<file path="config.mk">
export PLATFORM = sky130hd
export DESIGN_NAME = sync_fifo_ram_ctrl
export DESIGN_NICKNAME = d
export VERILOG_FILES = /design/src/rtl/fifo_pkg.sv /design/src/rtl/fifo_out_buf.sv /design/src/rtl/sync_fifo_ram_ctrl.sv
export SDC_FILE = /design/constraint.sdc
export NUM_CORES = 1
export LEC_CHECK = 0
export ABC_CLOCK_PERIOD_IN_PS = 6400
export CAP_MARGIN = 20
export CORE_MARGIN = 10
export CORE_UTILIZATION = 50
export CTS_BUF_LIST = sky130_fd_sc_hd__clkbuf_4 sky130_fd_sc_hd__clkbuf_8
export DETAILED_ROUTE_END_ITERATION = 7
export PLACE_DENSITY_LB_ADDON = 0.2
export RECOVER_POWER = 100
export SYNTH_ARGS = -nofsm -noshare
export SYNTH_HDL_FRONTEND = slang
export SYNTH_SLANG_ARGS = --single-unit
</file>
<file path="constraint.sdc">
create_clock -name clk -period 6.4 [get_ports clk]
set_clock_uncertainty 0.1 [all_clocks]
set_input_delay 1.28 -clock clk [delete_from_list [all_inputs] [get_ports clk]]
set_output_delay 1.28 -clock clk [all_outputs]
set_load 0.02 [all_outputs]
</file>
<file path="src/rtl/fifo_pkg.sv">
// Shared types and helpers for the FIFO/RAM controller slice.
package fifo_pkg;

  localparam int RAM_AW_MAX = 16;
  localparam int RAM_DW_MAX = 64;

  // Generic RAM port request, sized for the widest RAM in the subsystem.
  typedef struct packed {
    logic                  we;
    logic [RAM_AW_MAX-1:0] addr;
    logic [RAM_DW_MAX-1:0] data;
  } ram_req_t;

  function automatic int clog2(input int v);
    return (v <= 1) ? 1 : $clog2(v);
  endfunction

endpackage

</file>
<file path="src/rtl/fifo_out_buf.sv">
// Two-entry FWFT output buffer; absorbs the RAM read latency so reads can
// be issued ahead of the consumer.
module fifo_out_buf #(
  parameter int DATA_WIDTH = 32
) (
  input  logic                  clk,
  input  logic                  rst_n,
  input  logic                  cap,
  input  logic [DATA_WIDTH-1:0] cap_data,
  input  logic                  pop,
  output logic [1:0]            out_cnt,
  output logic [DATA_WIDTH-1:0] head
);

  logic [1:0][DATA_WIDTH-1:0] ent;
  logic [1:0]                 tail;

  // Slot the captured word lands in, after this cycle's pop has shifted.
  assign tail = out_cnt - {1'b0, pop};
  assign head = ent[0];

  always_ff @(posedge clk or negedge rst_n) begin
    if (!rst_n) begin
      ent     <= '0;
      out_cnt <= '0;
    end else begin
      if (pop) ent[0] <= ent[1];
      if (cap) ent[tail[0]] <= cap_data;
      out_cnt <= out_cnt - {1'b0, pop} + {1'b0, cap};
    end
  end

endmodule

</file>
<file path="src/rtl/sync_fifo_ram_ctrl.sv">
// Single-clock FIFO controller driving an external simple dual-port RAM
// with registered read data; first-word-fall-through consumer side.
module sync_fifo_ram_ctrl
  import fifo_pkg::*;
#(
  parameter int DATA_WIDTH   = 32,
  parameter int DEPTH        = 16,
  parameter int ADDR_WIDTH   = clog2(DEPTH),
  parameter int CNT_WIDTH    = clog2(DEPTH + 3),
  parameter int AFULL_THRESH = DEPTH - 2
) (
  input  logic                  clk,
  input  logic                  rst_n,
  input  logic                  wr_valid,
  output logic                  wr_ready,
  input  logic [DATA_WIDTH-1:0] wr_data,
  output logic                  rd_valid,
  input  logic                  rd_ready,
  output logic [DATA_WIDTH-1:0] rd_data,
  output logic                  ram_we,
  output logic [ADDR_WIDTH-1:0] ram_waddr,
  output logic [DATA_WIDTH-1:0] ram_wdata,
  output logic                  ram_re,
  output logic [ADDR_WIDTH-1:0] ram_raddr,
  input  logic [DATA_WIDTH-1:0] ram_rdata,
  output logic [CNT_WIDTH-1:0]  count,
  output logic                  almost_full
);

  logic [ADDR_WIDTH-1:0] wptr, rptr;
  logic [ADDR_WIDTH:0]   ram_cnt;
  logic                  inflight;
  logic [1:0]            out_cnt;
  logic [1:0]            occ;
  logic                  push, pop;
  logic [CNT_WIDTH-1:0]  count_n;

  assign wr_ready  = (ram_cnt != (ADDR_WIDTH+1)'(DEPTH));
  assign push      = wr_valid & wr_ready;
  assign rd_valid  = (out_cnt != 2'd0);
  assign pop       = rd_valid & rd_ready;

  assign ram_we    = push;
  assign ram_waddr = wptr;
  assign ram_wdata = wr_data;

  // Buffer slots spoken for next cycle; pop implies out_cnt >= 1, so no underflow.
  assign occ       = out_cnt + {1'b0, inflight} - {1'b0, pop};
  assign ram_re    = (ram_cnt != '0) && (occ < 2'd2);
  assign ram_raddr = rptr;

  assign count_n   = count + CNT_WIDTH'(push) - CNT_WIDTH'(pop);

  always_ff @(posedge clk or negedge rst_n) begin
    if (!rst_n) begin
      wptr        <= '0;
      rptr        <= '0;
      ram_cnt     <= '0;
      inflight    <= 1'b0;
      count       <= '0;
      almost_full <= 1'b0;
    end else begin
      if (push)   wptr <= wptr + ADDR_WIDTH'(1);
      if (ram_re) rptr <= rptr + ADDR_WIDTH'(1);
      ram_cnt     <= ram_cnt + (ADDR_WIDTH+1)'(push) - (ADDR_WIDTH+1)'(ram_re);
      inflight    <= ram_re;
      count       <= count_n;
      almost_full <= (count_n >= CNT_WIDTH'(AFULL_THRESH));
    end
  end

  fifo_out_buf #(.DATA_WIDTH(DATA_WIDTH)) u_out_buf (
    .clk      (clk),
    .rst_n    (rst_n),
    .cap      (inflight),
    .cap_data (ram_rdata),
    .pop      (pop),
    .out_cnt  (out_cnt),
    .head     (rd_data)
  );

endmodule

</file>
# After elaboration in Yosys (flattened, before gate mapping)

Cells that the tools add are included.

Magnitude comparators: 4
Equality and inequality tests: 1
Muxes and demuxes: 5
Add/subtract/negate cells: 10
Reduce and logical (&&, ||, !) cells: 4
Bitwise gates (word level): 2

Operators with widths:

| cell                                                                   | number |
|---|---|
| 32-bit two-way mux                                                     | 3 |
| 64-bit bitwise mux                                                     | 1 |
| 32-bit demux with 1-bit select                                         | 1 |
| 5-bit by 1-bit adder with 5-bit output                                 | 2 |
| 5-bit by 1-bit subtractor with 5-bit output                            | 2 |
| 4-bit by 1-bit adder with 4-bit output (second input constant)         | 2 |
| 5-bit by 4-bit >= comparator with 1-bit output (second input constant) | 1 |
| 5-bit != test (second input constant)                                  | 1 |
| 5-bit nonzero test                                                     | 1 |
| 2-bit by 1-bit adder with 2-bit output                                 | 2 |
| 2-bit by 1-bit subtractor with 2-bit output                            | 2 |
| 1-bit bitwise AND                                                      | 2 |
| 1-bit logical AND                                                      | 2 |
| 1-bit by 2-bit < comparator with 1-bit output (second input constant)  | 1 |
| 2-bit < comparator (second input constant)                             | 1 |
| 2-bit nonzero test                                                     | 1 |
| 1-bit >= comparator (second input constant)                            | 1 |

Input port bits: 68
Register bits after elaboration: 86

# Logic depth before layout (Yosys ltp)

Word-level depth: 9
Depth in mapped cells: 13

# Hierarchy

From an unflattened synthesis, not the netlist that was laid out.

Cell total of the unflattened synthesis: 377
Area total of the unflattened synthesis: 4,624.4 um^2

Modules (own cells, without submodules):

| module             | instances | area each (um^2) | sequential area each (um^2) | cells each |
|---|---|---|---|---|
| fifo_out_buf       | 1         | 3,271.9          | 1,651.6                     | 252 |
| sync_fifo_ram_ctrl | 1         | 1,352.5          | 500.5                       | 125 |

# Least setup slack after synthesis

OpenSTA, ideal clock, no wires.

Kind: input port to flip-flop
Start: in rd_ready
End: reg ram_cnt[4]
Path slack: 3.001 ns
Arrival: 3.219 ns
Library setup time: 0.080 ns
Path buffers: 0
Required time: 6.220 ns
Cell stages on the path: 12
Cell sequence: and4b_1 > a211oi_2 > nor2b_2 > ha_1 > inv_1 > ha_1 > inv_1 > fa_1 > inv_1 > a21oi_1 > o21bai_1 > xnor2_1

Word-level cells in the longest chain between the ends: 5

RTL lines:

| element                                     | line                     | source |
|---|---|---|
| start, declared                             | sync_fifo_ram_ctrl.sv:18 | `input logic rd_ready,` |
| 1-bit bitwise AND                           | sync_fifo_ram_ctrl.sv:41 | `assign pop = rd_valid & rd_ready;` |
| 2-bit by 1-bit subtractor with 2-bit output | sync_fifo_ram_ctrl.sv:48 | `assign occ = out_cnt + {1'b0, inflight} - {1'b0, pop};` |
| 2-bit < comparator                          | sync_fifo_ram_ctrl.sv:49 | `assign ram_re = (ram_cnt != '0) && (occ < 2'd2);` |
| 1-bit logical AND                           | sync_fifo_ram_ctrl.sv:49 |  |
| via ram_re                                  | sync_fifo_ram_ctrl.sv:23 | `output logic ram_re,` |
| 5-bit by 1-bit subtractor with 5-bit output | sync_fifo_ram_ctrl.sv:65 | `ram_cnt <= ram_cnt + (ADDR_WIDTH+1)'(push) - (ADDR_WIDTH+1)'(ram_re);` |
| end signal, assigned                        | sync_fifo_ram_ctrl.sv:65 |  |
| end, declared                               | sync_fifo_ram_ctrl.sv:31 | `logic [ADDR_WIDTH:0] ram_cnt;` |

The timed path passes the listed nets, and every way through them passes these cells.
A chain may end at the register's enable or synchronous reset.

# Final worst setup path

Start: in rd_ready
End: out ram_re

Word-level cells in the longest chain between the ends: 4

RTL lines:

| element                                     | line |
|---|---|
| 1-bit bitwise AND                           | sync_fifo_ram_ctrl.sv:41 |
| 2-bit by 1-bit subtractor with 2-bit output | sync_fifo_ram_ctrl.sv:48 |
| 2-bit < comparator                          | sync_fifo_ram_ctrl.sv:49 |
| 1-bit logical AND                           | sync_fifo_ram_ctrl.sv:49 |
| end, declared                               | sync_fifo_ram_ctrl.sv:23 |

No other way between the ends.

==> flow_summary.yaml <==
power_and_ir_drop:
  p_leak_nw: 2.25
  p_per_area_mw_per_mm2: 561
  vdd_drop_max_uv: 283
global_routing:
  grt.busiest_layer: "met2"
  use_met2_pct: 20.6
  grt-ovfl-total: 0
  grt_pass1_wl_mm: 13.5
  grt_max_degree: 87
  grt_pass1_vias: 2694
  antenna_found_initial: 0
  grt_use_total_pct: 12.9
  use_met1_pct: 14.6
  use_met3_pct: 6.76
floorplanning:
  coreArea_mm2: 0.00830
  num_rows: 33
  boundaryPins: 150
  dieArea_mm2: 0.0127
  start_util_pct: 52.0
  dieWidth_um: 113
  die_y_um: 113
yosys:
  synth_edf_count: 0
  ys_ff_latch: 86
  yosys.cell_types.count: 34
  synthArstFlopShare_pct: 100
  synthesis.instances: 378
  ys.warnings.count: 0
  synth-seq-area-share_pct: 49.9
  avgSynthCellArea_um2: 11.4
  syn_nets: 461
  syn_area_mm2: 0.00431
  synthFlopType: "dfrtp_1"
sta:
  final-max-slew-violation-count: 106
  maxSlewHeadroom_pct: -27.0
  fin_tns_setup_ns: 0
  rsz0062_at_grt: "no"
  hold_viol_final: 0
  clock.fmax_ghz: 0.212
  tightest_slew_ns: 1.90
  period_needed_ns: 4.73
  finalCritPeriodShare_pct: 73.9
  setup_viol: 0
route:
  num_vias: 2589
  drt-initial-drc-count: 50
  wirelength_mm: 8.20
  avgRoutedWirePerCell_um: 16.1
  ant_nets: 0
  remaining_drc_errors: 0
  first_pass_iters: 4
  vias_per_cell: 5.10
clocking:
  cts.reportedPaths.clkPinSlew_ns: 0.08
  cts_resized: 0
  cts_hold_buffers: 0
  cts_buffer_depth: 2
  clock_latency_ns: 0.34
  tritoncts: "built"
  cts-root-buf: "clkbuf_8"
  post-cts-setup-buffer-count: 0
  htree_levels: 3
  cts_buffers: 9
  clock-sinks: 86
layout:
  fill_cells: 711
  n_antenna_cell: 0
  fin_nets: 482
  area_growth_pct: 14.8
  post-route-cell-area_mm2: 0.00495
  drive_gt1_share_pct: 13.4
  final_util_pct: 59.7
  multi_input_area_mm2: 0.00153
  seq_area_mm2: 0.00215
critical_path:
  critPathCaptureType: "output pin"
  crit_cells: 5
  reg2reg_depth: 5
  critPathLaunchType: "input port"
  crit_arrival_ns: 3.35
  rrSetupSlack_ns: 3.35
  path_common_cell: "dlygate4sd3_1"
  path_max_fanout: 6
  slowest_stage: "dlygate4sd3_1"
  cp.buffers_inverters: 2
  cp_cell_sequence: "dlygate4sd3_1 -> and4b_1 -> a211oi_1 -> nor2b_1 -> dlygate4sd3_1"
  crit_family: "buffers and inverters"
  worstReg2RegStart: "u_out_buf.out_cnt[0]$_DFF_PN0_"
  path_class: "in2out"
  critPathLaunch: "rd_ready"
  cpPeakStageDelay_ns: 0.69
  setup.worst_path.end: "ram_re"
  required_ns: 5.02
  reg2reg_to: "u_out_buf.head[18]$_DFF_PN0_"
min_path:
  hp-class: "reg2reg"
placed_design:
  hpwl_mm: 5.74
  portBuffers: 85
  dpl_cell_area_mm2: 0.00476
  place.gp.congestion: 0.723
status:
  violations: "max-capacitance violations, max-slew violations"
  status: "finished with violations"
run:
  cap_viol_max_count: 3
how the worst min path moves through the flow:
stage	startpoint	end	slack [ns]	cells past startpoint
2_1_floorplan	u_out_buf.ent[32]$_DFFE_PN0P_	u_out_buf.ent[32]$_DFFE_PN0P_	0.38	1
3_3_place_gp	ram_raddr[3]$_DFFE_PN0P_	ram_raddr[3]$_DFFE_PN0P_	0.36	1
3_5_place_dp	ram_raddr[3]$_DFFE_PN0P_	ram_raddr[3]$_DFFE_PN0P_	0.37	1
4_1_cts	ram_raddr[3]$_DFFE_PN0P_	ram_raddr[3]$_DFFE_PN0P_	0.38	1
5_1_grt	ram_raddr[3]$_DFFE_PN0P_	ram_raddr[3]$_DFFE_PN0P_	0.39	1
6_report	ram_raddr[3]$_DFFE_PN0P_	ram_raddr[3]$_DFFE_PN0P_	0.37	1
worst reg2reg max path, stage by stage (launching register included):
cell and delay (ns):
dfrtp_1 0.44, nand3b_1 0.20, nand3_1 0.68, clkbuf_1 1.25, nor2_1 0.12, a21oi_1 0.19
logic make-up after synthesis:
kind of cell | count (synthesis) | synth area share [%]
buffers and inverters | 96 | 14.5
DFF | 86 | 49.9
muxes | 66 | 16.4
and+or+nand+nor | 56 | 6.09
AOI/OAI and AO/OA | 45 | 5.60
adders and majority gates | 15 | 4.70
xor gates and xnor gates | 14 | 2.84
cell type report:
class                           instances  share of cell area, %
Inverter                               18                   1.36
Clock buffer                           11                   2.93
Multi-Input combinational cell        196                   30.8
Sequential cell                        86                   43.5
Timing Repair Buffer                   88                   17.8
Clock inverter                          4                  0.960
Tap cell                              105                   2.65
stage by stage:
stage | instances | setup slack, ns | power (mW) | hold slack (ns)
finish | 508 | 1.67 | 2.78 | 0.372
floorplan | 378 | 3.00 | 2.15 | 0.380
CTS | 507 | 1.93 | 2.90 | 0.380
global placement | 492 | 1.95 | 2.46 | 0.359
global route | 508 | 1.46 | 3.02 | 0.395
detailed placement | 492 | 1.95 | 2.51 | 0.365
cells in the mapped netlist (2+ instances only):
library cell	number	area, um^2
dfrtp_1	86	2150
buf_4	64	480
a21oi_1	37	185
nor2_1	35	131
mux2_2	33	372
mux2i_1	32	320
inv_1	18	67.6
ha_1	13	163
clkbuf_1	10	37.5
xor2_1	8	70.1
nand2_1	6	22.5
xnor2_1	6	52.6
buf_6	3	33.8
o21ai_0	3	15.0
a21o_1	2	15.0
fa_1	2	40.0
nand4_1	2	12.5
or2_2	2	12.5
routing by layer:
metal / share of wire, % / vias up
met4: 0.63 / 0
met1: 40 / 1251
met2: 49 / 85
met3: 9.9 / 10
met5: 0 / -
li1: - / 1243
registers in the layout (all words and copies together), names as in the netlist:
signal and cells:
count 5, u_out_buf.head 32, u_out_buf.out_cnt 2, u_out_buf.ent 32, almost_full 1, ram_cnt 5
inflight 1, ram_waddr 4, ram_raddr 4
layout by cell type (no fill, tap or decap), drive strengths merged, types with 2 or more instances in the layout:
| cell type | count |
|---|---|
| nor2 | 35 |
| a21o | 2 |
| mux2 | 34 |
| o21ai | 3 |
| buf | 2 |
| clkinv | 2 |
| xnor2 | 6 |
| mux2i | 32 |
| inv | 18 |
| dfrtp | 86 |
| fa | 2 |
| clkdlybuf4s50 | 32 |
| xor2 | 8 |
| or2 | 2 |
| a21oi | 37 |
| nor2b | 2 |
| nand4 | 2 |
| nand2 | 7 |
| dlygate4sd3 | 52 |
| ha | 13 |
| clkbuf | 13 |
report_power, final:
| group | internal, mW | switching (mW) |
|---|---|---|
| Clock | 0.192 | 0.177 |
| Combinational | 0.668 | 0.729 |
| Sequential | 0.840 | 0.171 |
| Total | 1.70 | 1.08 |
(Power assumes the default switching activity.)
